### config.mk
export PLATFORM = sky130hd
export DESIGN_NAME = arm_dp_sequencer_flat
export DESIGN_NICKNAME = d
export VERILOG_FILES = /design/src/rtl/arm_dp_sequencer_pkg.sv /design/src/rtl/arm_dp_sequencer_if.sv /design/src/rtl/arm_dp_sequencer_cond.sv /design/src/rtl/arm_dp_sequencer.sv /design/src/flat_wrapper.sv
export SDC_FILE = /design/constraint.sdc
export NUM_CORES = 1
export LEC_CHECK = 0
export CAP_MARGIN = 20
export CORE_MARGIN = 5
export CORE_UTILIZATION = 40
export CTS_CLUSTER_SIZE = 10
export DETAILED_ROUTE_END_ITERATION = 10
export PLACE_DENSITY = 0.76
export SYNTH_ARGS = -nofsm -noshare
export SYNTH_HDL_FRONTEND = slang
export SYNTH_SLANG_ARGS = --single-unit
export TNS_END_PERCENT = 1
### constraint.sdc
create_clock -name clk -period 2.6 [get_ports clk]
set_input_delay 0.39 -clock clk [delete_from_list [all_inputs] [get_ports clk]]
set_output_delay 0.39 -clock clk [all_outputs]
set_load 0.005 [all_outputs]
### src/rtl/arm_dp_sequencer_pkg.sv
// arm_dp_pkg: shared opcodes, condition codes, FSM state type and opcode class helpers
//  for the ARM data-processing sequencer and its condition checker.
package arm_dp_pkg;
   localparam logic [3:0] OP_AND = 4'h0;
   localparam logic [3:0] OP_EOR = 4'h1;
   localparam logic [3:0] OP_SUB = 4'h2;
   localparam logic [3:0] OP_RSB = 4'h3;
   localparam logic [3:0] OP_ADD = 4'h4;
   localparam logic [3:0] OP_ADC = 4'h5;
   localparam logic [3:0] OP_SBC = 4'h6;
   localparam logic [3:0] OP_RSC = 4'h7;
   localparam logic [3:0] OP_TST = 4'h8;
   localparam logic [3:0] OP_TEQ = 4'h9;
   localparam logic [3:0] OP_CMP = 4'hA;
   localparam logic [3:0] OP_CMN = 4'hB;
   localparam logic [3:0] OP_ORR = 4'hC;
   localparam logic [3:0] OP_MOV = 4'hD;
   localparam logic [3:0] OP_BIC = 4'hE;
   localparam logic [3:0] OP_MVN = 4'hF;
   localparam logic [3:0] COND_EQ = 4'h0;
   localparam logic [3:0] COND_NE = 4'h1;
   localparam logic [3:0] COND_CS = 4'h2;
   localparam logic [3:0] COND_CC = 4'h3;
   localparam logic [3:0] COND_MI = 4'h4;
   localparam logic [3:0] COND_PL = 4'h5;
   localparam logic [3:0] COND_VS = 4'h6;
   localparam logic [3:0] COND_VC = 4'h7;
   localparam logic [3:0] COND_HI = 4'h8;
   localparam logic [3:0] COND_LS = 4'h9;
   localparam logic [3:0] COND_GE = 4'hA;
   localparam logic [3:0] COND_LT = 4'hB;
   localparam logic [3:0] COND_GT = 4'hC;
   localparam logic [3:0] COND_LE = 4'hD;
   localparam logic [3:0] COND_AL = 4'hE;
   localparam logic [3:0] COND_NV = 4'hF;
   typedef enum logic [1:0] {IDLE, EXEC, WB} state_t;
   function automatic logic is_compare(input logic [3:0] op);
      return op[3:2] == 2'b10;
   endfunction
   function automatic logic is_arith(input logic [3:0] op);
      return (op >= OP_SUB && op <= OP_RSC) || op == OP_CMP || op == OP_CMN;
   endfunction
   function automatic logic uses_carry(input logic [3:0] op);
      return op == OP_ADC || op == OP_SBC || op == OP_RSC;
   endfunction
endpackage

### src/rtl/arm_dp_sequencer_if.sv
// arm_dp_sequencer_if: op request, ALU drive/return and register-file writeback bundle
//  req_*  : op handshake from decode/operand fetch
//  alu_*  : operands out to the combinational ALU and its result/flags back
//  wb_*   : register-file write port handshake
//  slave modport is the sequencer side, master modport is the surrounding environment.
interface arm_dp_sequencer_if #(parameter int DATA_W = 32);
   logic              req_valid;
   logic              req_ready;
   logic [3:0]        req_cond;
   logic [3:0]        req_opcode;
   logic              req_s;
   logic [3:0]        req_rd;
   logic [DATA_W-1:0] req_a;
   logic [DATA_W-1:0] req_b;
   logic              req_sh_carry;
   logic [3:0]        alu_opcode;
   logic [DATA_W-1:0] alu_a;
   logic [DATA_W-1:0] alu_b;
   logic              alu_carry;
   logic [DATA_W-1:0] alu_result;
   logic              alu_n;
   logic              alu_z;
   logic              alu_c;
   logic              alu_v;
   logic              wb_valid;
   logic              wb_ready;
   logic [3:0]        wb_rd;
   logic [DATA_W-1:0] wb_data;
   modport slave (
      input  req_valid, req_cond, req_opcode, req_s, req_rd, req_a, req_b, req_sh_carry,
      output req_ready,
      output alu_opcode, alu_a, alu_b, alu_carry,
      input  alu_result, alu_n, alu_z, alu_c, alu_v,
      output wb_valid, wb_rd, wb_data,
      input  wb_ready
   );
   modport master (
      output req_valid, req_cond, req_opcode, req_s, req_rd, req_a, req_b, req_sh_carry,
      input  req_ready,
      input  alu_opcode, alu_a, alu_b, alu_carry,
      output alu_result, alu_n, alu_z, alu_c, alu_v,
      input  wb_valid, wb_rd, wb_data,
      output wb_ready
   );
endinterface

### src/rtl/arm_dp_sequencer_cond.sv
// arm_cond_check: combinational ARM condition-code evaluation
//  cond : 4-bit condition field
//  nzcv : current {N,Z,C,V}
//  pass : condition satisfied (NV never passes)
module arm_cond_check
   import arm_dp_pkg::*;
(
   input  logic [3:0] cond,
   input  logic [3:0] nzcv,
   output logic       pass
);
   logic n, z, c, v;
   assign {n, z, c, v} = nzcv;
   always_comb begin
      pass = 1'b0;
      case (cond)
         COND_EQ: pass = z;
         COND_NE: pass = !z;
         COND_CS: pass = c;
         COND_CC: pass = !c;
         COND_MI: pass = n;
         COND_PL: pass = !n;
         COND_VS: pass = v;
         COND_VC: pass = !v;
         COND_HI: pass = c && !z;
         COND_LS: pass = !c || z;
         COND_GE: pass = n == v;
         COND_LT: pass = n != v;
         COND_GT: pass = !z && (n == v);
         COND_LE: pass = z || (n != v);
         COND_AL: pass = 1'b1;
         default: pass = 1'b0;
      endcase
   end
endmodule

### src/rtl/arm_dp_sequencer.sv
// arm_dp_sequencer: issues ARM data-processing ops to an external ALU and owns NZCV
//  clk, reset    : clock, synchronous active-high reset
//  bus (slave)   : req_* op handshake, alu_* ALU drive/return, wb_* register-file write
//  flags_we/wdata: external {N,Z,C,V} write (MSR path)
//  flags         : current {N,Z,C,V}
//  retired_cnt   : ops whose condition passed
//  skipped_cnt   : ops whose condition failed
module arm_dp_sequencer
   import arm_dp_pkg::*;
#(
   parameter int DATA_W = 32,
   parameter int CNT_W  = 16
) (
   input  logic               clk,
   input  logic               reset,
   arm_dp_sequencer_if.slave  bus,
   input  logic               flags_we,
   input  logic [3:0]         flags_wdata,
   output logic [3:0]         flags,
   output logic [CNT_W-1:0]   retired_cnt,
   output logic [CNT_W-1:0]   skipped_cnt
);
   state_t            state, state_nx;
   logic [3:0]        cond_q, op_q, rd_q, wb_rd_q;
   logic              s_q, shc_q, pass, upd;
   logic [DATA_W-1:0] a_q, b_q, wb_data_q;
   arm_cond_check u_cond (.cond(cond_q), .nzcv(flags), .pass(pass));
   assign bus.req_ready  = state == IDLE;
   assign bus.wb_valid   = state == WB;
   assign bus.wb_rd      = wb_rd_q;
   assign bus.wb_data    = wb_data_q;
   assign bus.alu_opcode = op_q;
   assign bus.alu_a      = a_q;
   assign bus.alu_b      = b_q;
   assign bus.alu_carry  = uses_carry(op_q) ? flags[1] : shc_q;
   // compares always write flags; other ops only with S set
   assign upd = state == EXEC && pass && (s_q || is_compare(op_q));
   always_ff @(posedge clk)
      if (reset) state <= IDLE;
      else       state <= state_nx;
   always_comb begin
      state_nx = state;
      case (state)
         IDLE:    state_nx = bus.req_valid ? EXEC : IDLE;
         EXEC:    state_nx = (!pass || is_compare(op_q)) ? IDLE : WB;
         WB:      state_nx = bus.wb_ready ? IDLE : WB;
         default: state_nx = IDLE;
      endcase
   end
   always_ff @(posedge clk) begin
      if (reset) begin
         {cond_q, op_q, rd_q, s_q, shc_q, a_q, b_q} <= '0;
         wb_rd_q     <= '0;
         wb_data_q   <= '0;
         flags       <= '0;
         retired_cnt <= '0;
         skipped_cnt <= '0;
      end else begin
         if (state == IDLE && bus.req_valid) begin
            cond_q <= bus.req_cond;
            op_q   <= bus.req_opcode;
            s_q    <= bus.req_s;
            rd_q   <= bus.req_rd;
            a_q    <= bus.req_a;
            b_q    <= bus.req_b;
            shc_q  <= bus.req_sh_carry;
         end
         if (state == EXEC && pass) begin
            retired_cnt <= retired_cnt + 1'b1;
            wb_rd_q     <= rd_q;
            wb_data_q   <= bus.alu_result;
         end
         if (state == EXEC && !pass) skipped_cnt <= skipped_cnt + 1'b1;
         // an ALU flag update takes priority over the MSR write in the same cycle
         if (upd) flags <= {bus.alu_n, bus.alu_z, bus.alu_c, is_arith(op_q) ? bus.alu_v : flags[0]};
         else if (flags_we) flags <= flags_wdata;
      end
   end
endmodule

### src/flat_wrapper.sv
// flat-port wrapper written by rule: the top's interface ports become plain ports
module arm_dp_sequencer_flat import arm_dp_pkg::*;
#(
   parameter int DATA_W = 32,
   parameter int CNT_W  = 16
)
  (clk, reset, flags_we, flags_wdata, flags, retired_cnt, skipped_cnt, bus_req_valid, bus_req_cond, bus_req_opcode, bus_req_s, bus_req_rd, bus_req_a, bus_req_b, bus_req_sh_carry, bus_req_ready, bus_alu_opcode, bus_alu_a, bus_alu_b, bus_alu_carry, bus_alu_result, bus_alu_n, bus_alu_z, bus_alu_c, bus_alu_v, bus_wb_valid, bus_wb_rd, bus_wb_data, bus_wb_ready);
  arm_dp_sequencer_if #(.DATA_W(DATA_W)) bus_i ();
  input  logic clk;
  input  logic reset;
  input  logic flags_we;
  input  logic [3:0] flags_wdata;
  output logic [3:0] flags;
  output logic [CNT_W-1:0] retired_cnt;
  output logic [CNT_W-1:0] skipped_cnt;
  input wire logic [$bits(bus_i.req_valid)-1:0] bus_req_valid;
  input wire logic [$bits(bus_i.req_cond)-1:0] bus_req_cond;
  input wire logic [$bits(bus_i.req_opcode)-1:0] bus_req_opcode;
  input wire logic [$bits(bus_i.req_s)-1:0] bus_req_s;
  input wire logic [$bits(bus_i.req_rd)-1:0] bus_req_rd;
  input wire logic [$bits(bus_i.req_a)-1:0] bus_req_a;
  input wire logic [$bits(bus_i.req_b)-1:0] bus_req_b;
  input wire logic [$bits(bus_i.req_sh_carry)-1:0] bus_req_sh_carry;
  output wire logic [$bits(bus_i.req_ready)-1:0] bus_req_ready;
  output wire logic [$bits(bus_i.alu_opcode)-1:0] bus_alu_opcode;
  output wire logic [$bits(bus_i.alu_a)-1:0] bus_alu_a;
  output wire logic [$bits(bus_i.alu_b)-1:0] bus_alu_b;
  output wire logic [$bits(bus_i.alu_carry)-1:0] bus_alu_carry;
  input wire logic [$bits(bus_i.alu_result)-1:0] bus_alu_result;
  input wire logic [$bits(bus_i.alu_n)-1:0] bus_alu_n;
  input wire logic [$bits(bus_i.alu_z)-1:0] bus_alu_z;
  input wire logic [$bits(bus_i.alu_c)-1:0] bus_alu_c;
  input wire logic [$bits(bus_i.alu_v)-1:0] bus_alu_v;
  output wire logic [$bits(bus_i.wb_valid)-1:0] bus_wb_valid;
  output wire logic [$bits(bus_i.wb_rd)-1:0] bus_wb_rd;
  output wire logic [$bits(bus_i.wb_data)-1:0] bus_wb_data;
  input wire logic [$bits(bus_i.wb_ready)-1:0] bus_wb_ready;
  assign bus_i.req_valid = bus_req_valid;
  assign bus_i.req_cond = bus_req_cond;
  assign bus_i.req_opcode = bus_req_opcode;
  assign bus_i.req_s = bus_req_s;
  assign bus_i.req_rd = bus_req_rd;
  assign bus_i.req_a = bus_req_a;
  assign bus_i.req_b = bus_req_b;
  assign bus_i.req_sh_carry = bus_req_sh_carry;
  assign bus_req_ready = bus_i.req_ready;
  assign bus_alu_opcode = bus_i.alu_opcode;
  assign bus_alu_a = bus_i.alu_a;
  assign bus_alu_b = bus_i.alu_b;
  assign bus_alu_carry = bus_i.alu_carry;
  assign bus_i.alu_result = bus_alu_result;
  assign bus_i.alu_n = bus_alu_n;
  assign bus_i.alu_z = bus_alu_z;
  assign bus_i.alu_c = bus_alu_c;
  assign bus_i.alu_v = bus_alu_v;
  assign bus_wb_valid = bus_i.wb_valid;
  assign bus_wb_rd = bus_i.wb_rd;
  assign bus_wb_data = bus_i.wb_data;
  assign bus_i.wb_ready = bus_wb_ready;
  arm_dp_sequencer #(.DATA_W(DATA_W), .CNT_W(CNT_W)) u_core (.clk(clk), .reset(reset), .bus(bus_i), .flags_we(flags_we), .flags_wdata(flags_wdata), .flags(flags), .retired_cnt(retired_cnt), .skipped_cnt(skipped_cnt));
endmodule
# --- Word-level counts from Yosys, hierarchy flattened ---
# Cells that the tools add are included.
classes:
  addsub: 2
  multipliers: 0
  div: 0
  order_cmp: 2
  n_eq_ne: 25
  shifts: 0
  mux: 9
  bitwise: 0
  n_reduce_logical: 24
op_table:
  columns: ["op", "n"]
  rows:
  - ["$eq 4x4->1 const B", 9]
  - ["$add 16x1->16 const B", 2]
  - ["$eq 4x3->1 const B", 7]
  - ["$pmux 1 s15", 1]
  - ["$eq 4x2->1 const B", 2]
  - ["$logic_or 1x1->1", 8]
  - ["$mux 4", 2]
  - ["$logic_and 1x1->1", 7]
  - ["$pmux 2 s3", 1]
  - ["$logic_not 1->1", 5]
  - ["$eq 2x2->1 const B", 2]
  - ["$eq 4x1->1 const B", 1]
  - ["$ge 4x2->1 const B", 1]
  - ["$le 4x3->1 const B", 1]
  - ["$logic_not 4->1", 1]
  - ["$mux 2", 2]
  - ["$mux 1", 3]
  - ["$eq 2x1->1 const B", 1]
  - ["$logic_not 2->1", 1]
  - ["$ne 2x2->1 const B", 1]
  - ["$reduce_and 2->1", 1]
  - ["$reduce_bool 2->1", 1]
  - ["$eq 1x1->1", 1]
  - ["$ne 1x1->1", 1]
totals:
  reg_bits: 152
  latchBits: 0
  ramBits: 0
  mem_bits_ro: 0
  inputBits: 123
  wordCells: 76
  n_memories: 0

# --- Depth between registers and ports, before layout ---
logic_depth:
  depth_word: 7
  ltp_mapped: 10
  ltp_nobuf: 6

# --- Cells and area by module ---
# A second synthesis with hierarchy kept.
unflattened:
  hier_cells: 728
  area_unflattened_um2: 5885.6
modules_own_cells:
  columns: ["mod", "instances", "cells_each", "area_each_um2", "seq_area_each_um2"]
  rows:
  - ["arm_dp_sequencer", 1, 700, 5691.7, 3042.9]
  - ["arm_cond_check", 1, 28, 193.9, 0.0]

# --- Worst setup path after synthesis ---
# Ideal clock, no wire load.
synth_path:
  path_type: "flip-flop to flip-flop"
  start: "register u_core.cond_q[3]"
  end: "register u_core.skipped_cnt[14]"
  setup_time_ns: 0.070
  t_arrival_ns: 2.182
  required_time_ns: 2.530
  slack_ns: 0.348
  path_stages_with_launch: 10
  period_less_slack_ns: 2.252
  path_cell_list: "dfxtp_1 > buf_2 > and3b_1 > a221oi_2 > mux2i_1 > buf_2 > o2111ai_1 > buf_2 > or4_1 > a21oi_1"
synth_via:
  elab_chain_cells: 4
  elab_cells_between_ends: 18
  classes_between: "eq/ne: 14; mux: 1; reduce/logical: 3"
synth_rtl:
  columns: ["item", "line_no", "text"]
  rows:
  - ["start: declaration", "arm_dp_sequencer.sv:24", "logic [3:0] cond_q, op_q, rd_q, wb_rd_q;"]
  - ["start signal: assignment", "arm_dp_sequencer.sv:60", "cond_q <= bus.req_cond;"]
  - ["$eq 4x4->1, or another cell as far along", "arm_dp_sequencer_cond.sv:16", "case (cond)"]
  - ["$pmux 1 s15 (*)", "arm_dp_sequencer_cond.sv:16", null]
  - ["$logic_not 1->1 (*)", "arm_dp_sequencer.sv:73", "if (state == EXEC && !pass) skipped_cnt <= skipped_cnt + 1'b1;"]
  - ["$logic_and 1x1->1 (*)", "arm_dp_sequencer.sv:73", null]
  - ["end signal: assignment", "arm_dp_sequencer.sv:73", null]
  - ["end: declaration", "arm_dp_sequencer.sv:21", "output logic [CNT_W-1:0] skipped_cnt"]
# Mark *: on every way between the ends. The rest lies on a longest branch, timed or not.
# A chain may end at the register's enable or synchronous reset.

# --- Worst setup path in the final report ---
layout_path:
  start: "register u_core.cond_q[3]"
  end: "register u_core.skipped_cnt[2]"
# The elaborated chain is that of the path after synthesis.

==> results.md <==
* Status: completed
* Average wire per standard cell at 15.3 um
* Main area contributors after synthesis: dfxtp_1 (48%), nand2_1 (15%), a21oi_1 (7.5%), mux2i_1 (7.0%), mux2_2 (3.0%)
* Setup tns final at 0 ps
* RSZ-0062 raised after global routing: yes
* Layout Cells excl Fill at about 1200
* Fin crit period at 2510 ps
* Yosys warns at 0
* Fin. max-slew vios at 0
* Die Span X at approximately 140 um
* Yosys top cell by area: dfxtp_1
* Critical path type: reg -> reg
* Post-synth EDFFs at 0
* DR iter-0 viols at a little under 300
* Worst vdd ir at approximately 430 uV
* Layout cell share with drive strength beyond 1 at under 10%
* Initial antenna violation count at 1
* Global-route wire length before repair at roughly 30000 um
* Clk pwr share at a little over two fifths
* Yosys reg bits at roughly 150
* 1st-pass router iterations at 4
* CTS tree: built
* Dpl hpwl at approximately 14000 um
* Switch Pwr at roughly 1.4 mW
* Pwr dens at between 500 and 600 mW/mm^2
* RR Endpoint: u_core.skipped_cnt[2]
* Clock transition at the registers of the reported paths at ~60 ps
* Final core utilization at between 60 and 70%
* GP Congestion at 0.809
* Hold path depth at 3
* Final ANT Viol Nets at 0
* Syn_area_per_cell at 8.16 sq um
* Setup Buffers After CTS at 0
* Synth-to-layout area growth at 54.6%
* Power Internal at approximately 4.4 mW
* Root Buffer: clkbuf_16
* Flop pwr share at a little over two fifths
* Global Route Usage Sum at 20.1%
* Mapped cell area at 0.00633 sq mm
* Via count at slightly above 6000
* Critical path fanouts, max at 19
* Cell Rows at 46
* Worst rel slew slack at between 50% and 60%
* Initial core utilization at 40.3%
* Input/output buffers at 265
* Worst Hold Class: in -> reg
* Yosys cell types at between 40 and 50
* Hold Buf Count CTS at 0
* Sequential fraction of the synthesis area at 48.0%
* Die ar. at 0.0184 sq mm
* Total number of H-tree levels at 4
* Worst Tran Pin Value at roughly 680 ps
* Largest net degree at the start of global routing at just over 70
* Clk Latency, worst-skew pair at around 410 ps
* R2R Setup Slk at 90 ps
* Resized cells post-CTS at 0
* Placed Instances at around 1200
* Max-cap violation count at 0
* Max frequency at roughly 400 MHz
* Layout Skew at 10.8 ps
* CP startpoint kind: flip-flop
* Asr flop ratio synth at 0%
* Critical path required time at 2930 ps
* Via/cell ratio at 4.92
* Core ar. at roughly 0.016 sq mm
* Final setup vio count at 0
* Logic pwr share at between 10% and 20%
* CP max-delay cell: or4_1
* Die Ht at between 100 and 150 um
* IO Count at ~270
* Synth Net Count at 901
* Congestion Overflow GR at 0
* Final Hold Viols at 0
* Vias in the first global route at 5729
* Nets at roughly 1100
* # DRC at 0
* CP Cell Sequence: and3b_1 -> a221oi_2 -> mux2i_1 -> o211ai_2 -> or4_1 -> a21oi_1
* Fin crit share at roughly 96%
* Crit end category: flip-flop
* Most frequently used flop master after synthesis: dfxtp_1
* R2R Path Start: u_core.cond_q[3]
* WHS Endpoint: u_core.skipped_cnt[10]
* Fin Hold WS at ~380 ps
* Worst EP arrival at 2840 ps
* CTS buffer count at 17
* Yosys top cell area share at 48.0%
* Sink Count at around 150
* Switching part of the total at approximately a quarter
* Post-Syn Instances at just under 800
* Pleak at between 3 and 4 nW
* Max incr delay on CP at roughly 570 ps
* Min-Delay Startpoint: reset
* Cell depth of the worst flop-to-flop path at 6
* Final WL at 19100 um
* Clock Tree Buf Depth at 2
[cell usage in the layout, fill, tap and decap left out, types with 5 or more instances in the layout]
master / synthesis / final
a21oi_1: 95 / 95
and3_1: 6 / 6
buf_4: 2 / 15
clkbuf_16: 0 / 17
clkdlybuf4s50_1: 0 / 264
dfxtp_1: 152 / 152
inv_1: 6 / 6
mux2_2: 17 / 17
mux2i_1: 44 / 44
nand2_1: 247 / 246
nand2b_1: 5 / 5
nand3_1: 12 / 12
nand4_1: 15 / 15
nor2_1: 29 / 29
nor2b_1: 19 / 19
o21ai_0: 7 / 7
o22ai_1: 7 / 7
o31ai_1: 8 / 8
or3_1: 5 / 5
or4_1: 5 / 5
[power groups by stage]
stage / clock network [mW] / registers [mW] / logic [mW]
floorplan: 0 / 2.55 / 0.340
global placement: 0 / 2.55 / 0.820
detailed placement: 0 / 2.56 / 0.824
CTS: 2.50 / 2.51 / 0.831
global route: 2.61 / 2.52 / 0.893
finish: 2.44 / 2.51 / 0.820
[worst max-delay path: cells and delay by family, from the launching register on]
family             cells  cell delay, ps
AOI/OAI and AO/OA      3             820
and+or+nand+nor        2             800
muxes                  1             410
DFF                    1             400
[synth_stat cells (3+ instances only)]
| cell | n |
|---|---|
| nor2_1 | 29 |
| and3_1 | 6 |
| o21ai_0 | 7 |
| mux2i_1 | 44 |
| or3_1 | 5 |
| nand4_1 | 15 |
| nand3_1 | 12 |
| mux2_2 | 17 |
| or4_1 | 5 |
| nand2b_1 | 5 |
| o22ai_1 | 7 |
| buf_1 | 8 |
| nor2b_1 | 19 |
| o211ai_1 | 3 |
| inv_1 | 6 |
| o31ai_1 | 8 |
| a21oi_1 | 95 |
| buf_2 | 10 |
| dfxtp_1 | 152 |
| clkbuf_1 | 36 |
| and2_1 | 4 |
| nand2_1 | 247 |
| nor4_1 | 4 |
[cells by family (layout without fill, tap and decap cells)]
logic type / count (synthesis) / in the layout / share of synthesized area, %
flip-flops: 152 / 152 / 48.0
AND/OR/NAND/NOR: 359 / 359 / 24.7
adder cells (fa/ha/maj): 2 / 2 / 0.395
buffers and inverters: 64 / 320 / 4.23
XOR/XNOR: 3 / 3 / 0.415
AO/OA/AOI/OAI: 134 / 134 / 12.1
multiplexers: 62 / 62 / 10.2
other: 0 / 1 / 0
[per-layer routing]
layer / global-route usage (%) / part of all wire (%)
met3: 9.33 / 11
met1: 23.8 / 41
met5: 0 / 0
met2: 32.7 / 47
met4: 5.88 / 1.5
[through the flow]
step | power, mW | worst slack (ps) | area, sq um
floorplan | 2.89 | 348 | 6330
global placement | 3.37 | 216 | 9210
detailed placement | 3.38 | 178 | 9210
CTS | 5.84 | 136 | 9790
global route | 6.02 | -47.0 | 9790
finish | 5.77 | 91.5 | 9790
[state kept, by name (all words and copies together), names as in the netlist, 16 cells and up]
signal	flops
u_core.retired_cnt	16
u_core.skipped_cnt	16
u_core.bus.alu_a	32
u_core.bus.wb_data	32
u_core.bus.alu_b	32
[final cells by class]
| type | count | area [sq um] |
|---|---|---|
| Clock inverter | 7 | 93.8 |
| Fill cell | 1377 | 5920 |
| Tap cell | 216 | 270 |
| Clock buffer | 23 | 488 |
| Inverter | 7 | 26.3 |
| Multi-Input combinational cell | 560 | 3030 |
| Antenna cell | 1 | 2.50 |
| Timing Repair Buffer | 283 | 2840 |
| Sequential cell | 152 | 3040 |
[how the worst max path moves through the flow]
stage                           startpoint                      to  slack (ps)  cells after the start
after detailed placement  u_core.cond_q[3]   u_core.skipped_cnt[2]         180                      6
after CTS                 u_core.cond_q[3]   u_core.skipped_cnt[2]         140                      6
final                     u_core.cond_q[3]   u_core.skipped_cnt[2]          90                      6
after global placement    u_core.cond_q[3]   u_core.skipped_cnt[7]         220                      6
after global routing      u_core.cond_q[3]   u_core.skipped_cnt[5]         -50                      6
after floorplan           u_core.cond_q[3]  u_core.skipped_cnt[14]         350                      9
No activity file was read; power rests on OpenSTA's default activity.
